**src/rtl/imem_ctrl_pkg.sv**
```systemverilog
// Shared types and store lane-plan helpers for the instruction/data memory controller.
package imem_ctrl_pkg;

  typedef enum logic [1:0] {
    SZ_B   = 2'b00,
    SZ_H   = 2'b01,
    SZ_W   = 2'b10,
    SZ_ILL = 2'b11
  } size_e;

  typedef enum logic [1:0] {
    IDLE,
    READ,
    WRITE,
    RESP_ERR
  } state_e;

  typedef enum logic {
    REQ_IF = 1'b0,
    REQ_LS = 1'b1
  } req_e;

  function automatic logic [2:0] lane_count(size_e size);
    case (size)
      SZ_B:    return 3'd1;
      SZ_H:    return 3'd2;
      SZ_W:    return 3'd4;
      default: return 3'd0;
    endcase
  endfunction

  function automatic logic [1:0] start_lane(size_e size, logic [1:0] off);
    case (size)
      SZ_B:    return off;
      SZ_H:    return {off[1], 1'b0};
      default: return 2'd0;
    endcase
  endfunction

  // Stores that cannot be expressed as a contiguous naturally aligned lane run.
  function automatic logic store_misaligned(size_e size, logic [1:0] off);
    case (size)
      SZ_B:    return 1'b0;
      SZ_H:    return off[0];
      SZ_W:    return off != 2'd0;
      default: return 1'b1;
    endcase
  endfunction

endpackage

```
**src/rtl/store_lane_seq.sv**
```systemverilog
// Byte-lane sequencer for stores: one memory lane per cycle from the start lane.
module store_lane_seq
  import imem_ctrl_pkg::*;
#(
  parameter int DATA_W = 32
) (
  input  logic              clk,
  input  logic              rst_n,
  input  logic              load,
  input  logic              advance,
  input  size_e             size,
  input  logic [1:0]        off,
  input  logic [DATA_W-1:0] wdata,
  output logic [1:0]        lane,
  output logic [DATA_W-1:0] lane_wdata,
  output logic              last
);

  logic [1:0]        lane_q;
  logic [1:0]        remain_q;
  logic [DATA_W-1:0] wdata_q;
  logic [1:0]        start;
  logic [2:0]        count;

  assign start = start_lane(size, off);
  assign count = lane_count(size);

  // NOTE: sequential state uses non-blocking <= so every flop samples pre-edge values.
  always_ff @(posedge clk) begin
    if (!rst_n) begin
      lane_q   <= '0;
      remain_q <= '0;
      wdata_q  <= '0;
    end else if (load) begin
      lane_q   <= start;
      remain_q <= 2'(count - 3'd1);
      wdata_q  <= wdata << {start, 3'b000};
    end else if (advance) begin
      lane_q <= lane_q + 2'd1;
      if (remain_q != 2'd0) remain_q <= remain_q - 2'd1;
    end
  end

  assign lane       = lane_q;
  assign lane_wdata = wdata_q;
  assign last       = (remain_q == 2'd0);

endmodule

```
**src/rtl/imem_access_ctrl.sv**
```systemverilog
// Single-port memory controller arbitrating fetch (IF) and load/store (LS) requesters.
// Define IMEM_RR_ARB_EN for round-robin arbitration; default is fixed LS-over-IF priority.
module imem_access_ctrl
  import imem_ctrl_pkg::*;
#(
  parameter int ADDR_W = 12,
  parameter int DATA_W = 32
) (
  input  logic              clk,
  input  logic              rst_n,
  input  logic              if_req_valid,
  output logic              if_req_ready,
  input  logic [ADDR_W-1:0] if_req_addr,
  output logic              if_rsp_valid,
  output logic [DATA_W-1:0] if_rsp_data,
  input  logic              ls_req_valid,
  output logic              ls_req_ready,
  input  logic              ls_req_we,
  input  logic [1:0]        ls_req_size,
  input  logic [ADDR_W-1:0] ls_req_addr,
  input  logic [1:0]        ls_req_off,
  input  logic [DATA_W-1:0] ls_req_wdata,
  output logic              ls_rsp_valid,
  output logic [DATA_W-1:0] ls_rsp_data,
  output logic              ls_rsp_err,
  output logic [ADDR_W-1:0] mem_addr,
  output logic [DATA_W-1:0] mem_wdata,
  output logic              mem_str,
  output logic [1:0]        mem_byte_mask,
  input  logic [DATA_W-1:0] mem_rdata,
  output logic              busy
);

  state_e            state, state_n;
  req_e              req_q;
  logic [ADDR_W-1:0] addr_q;
  logic              grant_if, grant_ls, accept_if, accept_ls, ls_bad;
  logic [1:0]        lane;
  logic [DATA_W-1:0] lane_wdata;
  logic              lane_last;

`ifdef IMEM_RR_ARB_EN
  req_e last_grant_q;

  always_ff @(posedge clk) begin
    if (!rst_n)         last_grant_q <= REQ_IF;
    else if (accept_ls) last_grant_q <= REQ_LS;
    else if (accept_if) last_grant_q <= REQ_IF;
  end

  assign grant_ls = ls_req_valid && (!if_req_valid || last_grant_q == REQ_IF);
`else
  assign grant_ls = ls_req_valid;
`endif
  assign grant_if  = if_req_valid && !grant_ls;
  assign accept_if = if_req_valid && if_req_ready;
  assign accept_ls = ls_req_valid && ls_req_ready;
  assign ls_bad    = ls_req_we && store_misaligned(size_e'(ls_req_size), ls_req_off);

  store_lane_seq #(.DATA_W(DATA_W)) u_lane_seq (
    .clk        (clk),
    .rst_n      (rst_n),
    .load       (accept_ls && ls_req_we && !ls_bad),
    .advance    (state == WRITE),
    .size       (size_e'(ls_req_size)),
    .off        (ls_req_off),
    .wdata      (ls_req_wdata),
    .lane       (lane),
    .lane_wdata (lane_wdata),
    .last       (lane_last)
  );

  always_ff @(posedge clk) begin
    if (!rst_n) state <= IDLE;
    else        state <= state_n;
  end

  always_comb begin
    state_n = state;
    case (state)
      IDLE: begin
        if (accept_ls)      state_n = !ls_req_we ? READ : (ls_bad ? RESP_ERR : WRITE);
        else if (accept_if) state_n = READ;
      end
      READ:     state_n = IDLE;
      WRITE:    if (lane_last) state_n = IDLE;
      RESP_ERR: state_n = IDLE;
      default:  state_n = IDLE;
    endcase
  end

  // NOTE: every output gets a default first, so no path through the case can infer a latch.
  always_comb begin
    if_req_ready  = 1'b0;
    ls_req_ready  = 1'b0;
    mem_addr      = '0;
    mem_wdata     = '0;
    mem_str       = 1'b0;
    mem_byte_mask = 2'd0;
    case (state)
      IDLE: begin
        // Ready is masked during reset so no request is accepted while rst_n is low.
        if_req_ready = rst_n && grant_if;
        ls_req_ready = rst_n && grant_ls;
      end
      READ: mem_addr = addr_q;
      WRITE: begin
        mem_addr      = addr_q;
        mem_str       = 1'b1;
        mem_byte_mask = lane;
        mem_wdata     = lane_wdata;
      end
      default: ;
    endcase
  end

  assign busy = (state != IDLE);

  // Request capture and registered responses; error acks launch straight from acceptance.
  always_ff @(posedge clk) begin
    if (!rst_n) begin
      req_q        <= REQ_IF;
      addr_q       <= '0;
      if_rsp_valid <= 1'b0;
      if_rsp_data  <= '0;
      ls_rsp_valid <= 1'b0;
      ls_rsp_data  <= '0;
      ls_rsp_err   <= 1'b0;
    end else begin
      if_rsp_valid <= 1'b0;
      ls_rsp_valid <= 1'b0;
      if (accept_ls) begin
        req_q  <= REQ_LS;
        addr_q <= ls_req_addr;
        if (ls_bad) begin
          ls_rsp_valid <= 1'b1;
          ls_rsp_data  <= '0;
          ls_rsp_err   <= 1'b1;
        end
      end else if (accept_if) begin
        req_q  <= REQ_IF;
        addr_q <= if_req_addr;
      end
      if (state == READ) begin
        if (req_q == REQ_IF) begin
          if_rsp_valid <= 1'b1;
          if_rsp_data  <= mem_rdata;
        end else begin
          ls_rsp_valid <= 1'b1;
          ls_rsp_data  <= mem_rdata;
          ls_rsp_err   <= 1'b0;
        end
      end
      if (state == WRITE && lane_last) begin
        ls_rsp_valid <= 1'b1;
        ls_rsp_data  <= '0;
        ls_rsp_err   <= 1'b0;
      end
    end
  end

endmodule

```
**config.mk**
```make
export PLATFORM = sky130hd
export DESIGN_NAME = imem_access_ctrl
export DESIGN_NICKNAME = d
export VERILOG_FILES = /design/src/rtl/imem_ctrl_pkg.sv /design/src/rtl/store_lane_seq.sv /design/src/rtl/imem_access_ctrl.sv
export SDC_FILE = /design/constraint.sdc
export NUM_CORES = 1
export LEC_CHECK = 0
export CAP_MARGIN = 20
export CORE_ASPECT_RATIO = 1.4
export CORE_MARGIN = 2
export CORE_UTILIZATION = 47
export DETAILED_ROUTE_END_ITERATION = 10
export PLACE_DENSITY = 0.86
export RECOVER_POWER = 50
export SLEW_MARGIN = 20
export SYNTH_ARGS = -nofsm -noshare
export SYNTH_HDL_FRONTEND = slang
export SYNTH_SLANG_ARGS = --single-unit
```
**constraint.sdc**
```tcl
create_clock -name clk -period 4.45 [get_ports clk]
set_input_delay 1.335 -clock clk [delete_from_list [all_inputs] [get_ports clk]]
set_output_delay 1.335 -clock clk [all_outputs]
set_load 0.01 [all_outputs]
```
==> results.yml <==
layout:
  fin_area_um2: 8080
  syn2layout_area_growth_pct: 53.5
  n_antenna_cell: 0
  layout_common_cells: "144 x clkdlybuf4s50_1, 120 x nand2_1, 118 x dfxtp_1"
  multi_input_area_um2: 2560
  layout_commonest_cell: "clkdlybuf4s50_1"
  drive_gt1_share_pct: 6.44
  layout.cells.non_filler: 995
  nets: 941
  fill_cells: 738
  fin_util_pct: 74.3
  regArea_um2: 2360
detailed_routing:
  wl_mm: 17.5
  drt_iter0_drc: 390
  drt-vias-per-instance: 5.73
  wl_per_cell_um: 17.6
  vias: 5705
  first_pass_iters: 8
  postRouteAntennaNets: 0
  drc: 0
sta:
  hold_ws_ns: 0.448
  period_share_pct: 94.1
  grt_setup_unrepaired: "false"
  period_minus_slack_ns: 4.19
  final_hold_viol_count: 0
  final-setup-viol-count: 0
  skew_ns: 0.00629
  fmax_mhz: 239
  worst_pin_slew_ns: 1.58
  slew_viol_final: 34
  max_slew_margin_pct: -5.16
  tns_ns: 0
global_routing:
  grt_usage_pct: 28.7
  grt_pass1_vias: 5702
  globalRoute.totalOverflow: 0
  antenna_found_initial: 0
  grt_pass1_wl_mm: 27.5
  grt_max_degree: 60
worst_setup_path:
  cp.arrival_ns: 2.85
  reg2regPathDepth: 7
  cp-endpoint: "if_req_ready"
  critPathMaxFanout: 6
  reg2reg_slack_ns: 1.89
  critPathKind: "in -> out"
  regToRegStartpoint: "state[0]"
  r2r_end: "ls_rsp_data[12]"
  cp.required_ns: 3.12
  crit_path_start: "ls_req_valid"
  start_kind: "input port"
  cp-end-kind: "primary output"
die:
  rows: 45
  die_width_um: 93.4
  die_y_um: 129
  core-area_um2: 10900
  dieArea_um2: 12100
  io_pins: 214
  start_util_pct: 48.4
logic_synthesis:
  synth.net_count: 749
  async_reset_ff_share_pct: 0
  synth_area_um2: 5260
  ys.flop_type: "dfxtp_1"
  synth_top_cell_by_area: "dfxtp_1"
  syn_area_per_cell_um2: 8.10
  synth-seq-cells: 118
  yosysWarnings: 0
  synth_top_area_share_pct: 44.9
  synth_area_leaders: "dfxtp_1 45%, nand2_1 8.6%, a21oi_1 7.5%, and2_1 5.6%, a22oi_1 4.7%"
  yosysUniqueCellTypes: 44
  syn_inst: 649
  seq_area_frac_synth_pct: 44.9
  synth_edf_count: 0
clock_network:
  clk_pin_slew_ns: 0.05
  clock-sinks: 118
  cts_hold_buf: 0
  cts_tree: "done"
  clockBufferDepth: 2
  post_cts_resized: 0
  clkLatencyLatePin_ns: 0.41
  post-cts-setup-buffers: 0
  ctsRootBufferMaster: "clkbuf_16"
  cts_buffers: 17
  htreeDepth: 4
placement:
  numPortBuffers: 213
  dpl-instance-area_um2: 7420
  gp_congestion: 0.945
  dp_hpwl_mm: 12.0
  placed_cells: 963
power:
  p_leak_nw: 3.21
  pwr_density_cell_nw_per_um2: 385
  vdd_drop_max_mv: 0.340
outcome:
  violations: "max-capacitance violations, max-slew violations"
  status: "finished, violations left"
worst_hold_path:
  hp-class: "reg -> reg"
run:
  maxCapViolations: 1
synthesized netlist by cell type (all sizes together) (4+ instances only):
library cell	count
a21o	9
a21oi	80
a22o	8
a22oi	33
a311oi	13
a32o	15
a32oi	7
and2	47
buf	20
clkbuf	38
dfxtp	118
inv	16
nand2	120
nand2b	4
nand3	12
nor2	50
o21ai	21
o22ai	6
cells by family after synthesis:
group | share of synthesized area [%]
adders and majority gates | 0.714
DFF | 44.9
and+or+nand+nor | 21.5
buffers and inverters | 6.59
xor gates and xnor gates | 0.333
AOI/OAI and AO/OA | 26.0
flip-flops by register name (all words and copies together), names as in the netlist:
signal	cells
if_rsp_data	32
ls_rsp_data	32
u_lane_seq.lane_wdata	32
addr_q	12
state	2
u_lane_seq.lane	2
u_lane_seq.remain_q	2
if_rsp_valid	1
ls_rsp_err	1
ls_rsp_valid	1
req_q	1
power by group:
group / internal [mW] / switching, mW / total (mW)
clock network: 1.05 / 0.468 / 1.52
registers: 1.11 / 0.0264 / 1.14
logic: 0.214 / 0.234 / 0.448
worst min path at each step:
stage,from,to,depth (start not counted)
final,u_lane_seq.lane_wdata[0],u_lane_seq.lane_wdata[0],2
after floorplan,u_lane_seq.lane_wdata[0],u_lane_seq.lane_wdata[0],2
after CTS,u_lane_seq.lane_wdata[0],u_lane_seq.lane_wdata[0],2
after detailed placement,u_lane_seq.lane_wdata[2],u_lane_seq.lane_wdata[2],2
after global routing,u_lane_seq.lane_wdata[6],u_lane_seq.lane_wdata[6],2
after global placement,u_lane_seq.lane_wdata[0],u_lane_seq.lane_wdata[0],2
cell type report:
| cell class | count | share of cell area, % |
|---|---|---|
| Multi-Input combinational cell | 457 | 31.7 |
| Sequential cell | 118 | 29.2 |
| Timing Repair Buffer | 231 | 28.0 |
| Clock buffer | 24 | 6.09 |
| Tap cell | 141 | 2.18 |
| Clock inverter | 8 | 2.08 |
| Inverter | 16 | 0.744 |
per-layer routing:
metal  vias to the layer above  wire (µm)  track usage (%)
met1                      2667       6300             30.4
met3                        56       1920             11.3
li1                       2643          -                -
met5                         -          0                0
met4                         0        649             13.8
met2                       339       8640             49.6
per-stage QoR:
step	setup slack (ns)	power, mW
after floorplan	1.22	1.37
after global placement	0.411	1.60
after detailed placement	0.375	1.61
after CTS	0.369	3.13
after global routing	0.217	3.20
final	0.261	3.11
worst max-delay path: stages:
cell             delay [ns]
dlygate4sd3_1          0.62
nand4b_1               0.23
inv_1                  0.13
clkdlybuf4s50_1        0.54
(Power assumes the default switching activity.)
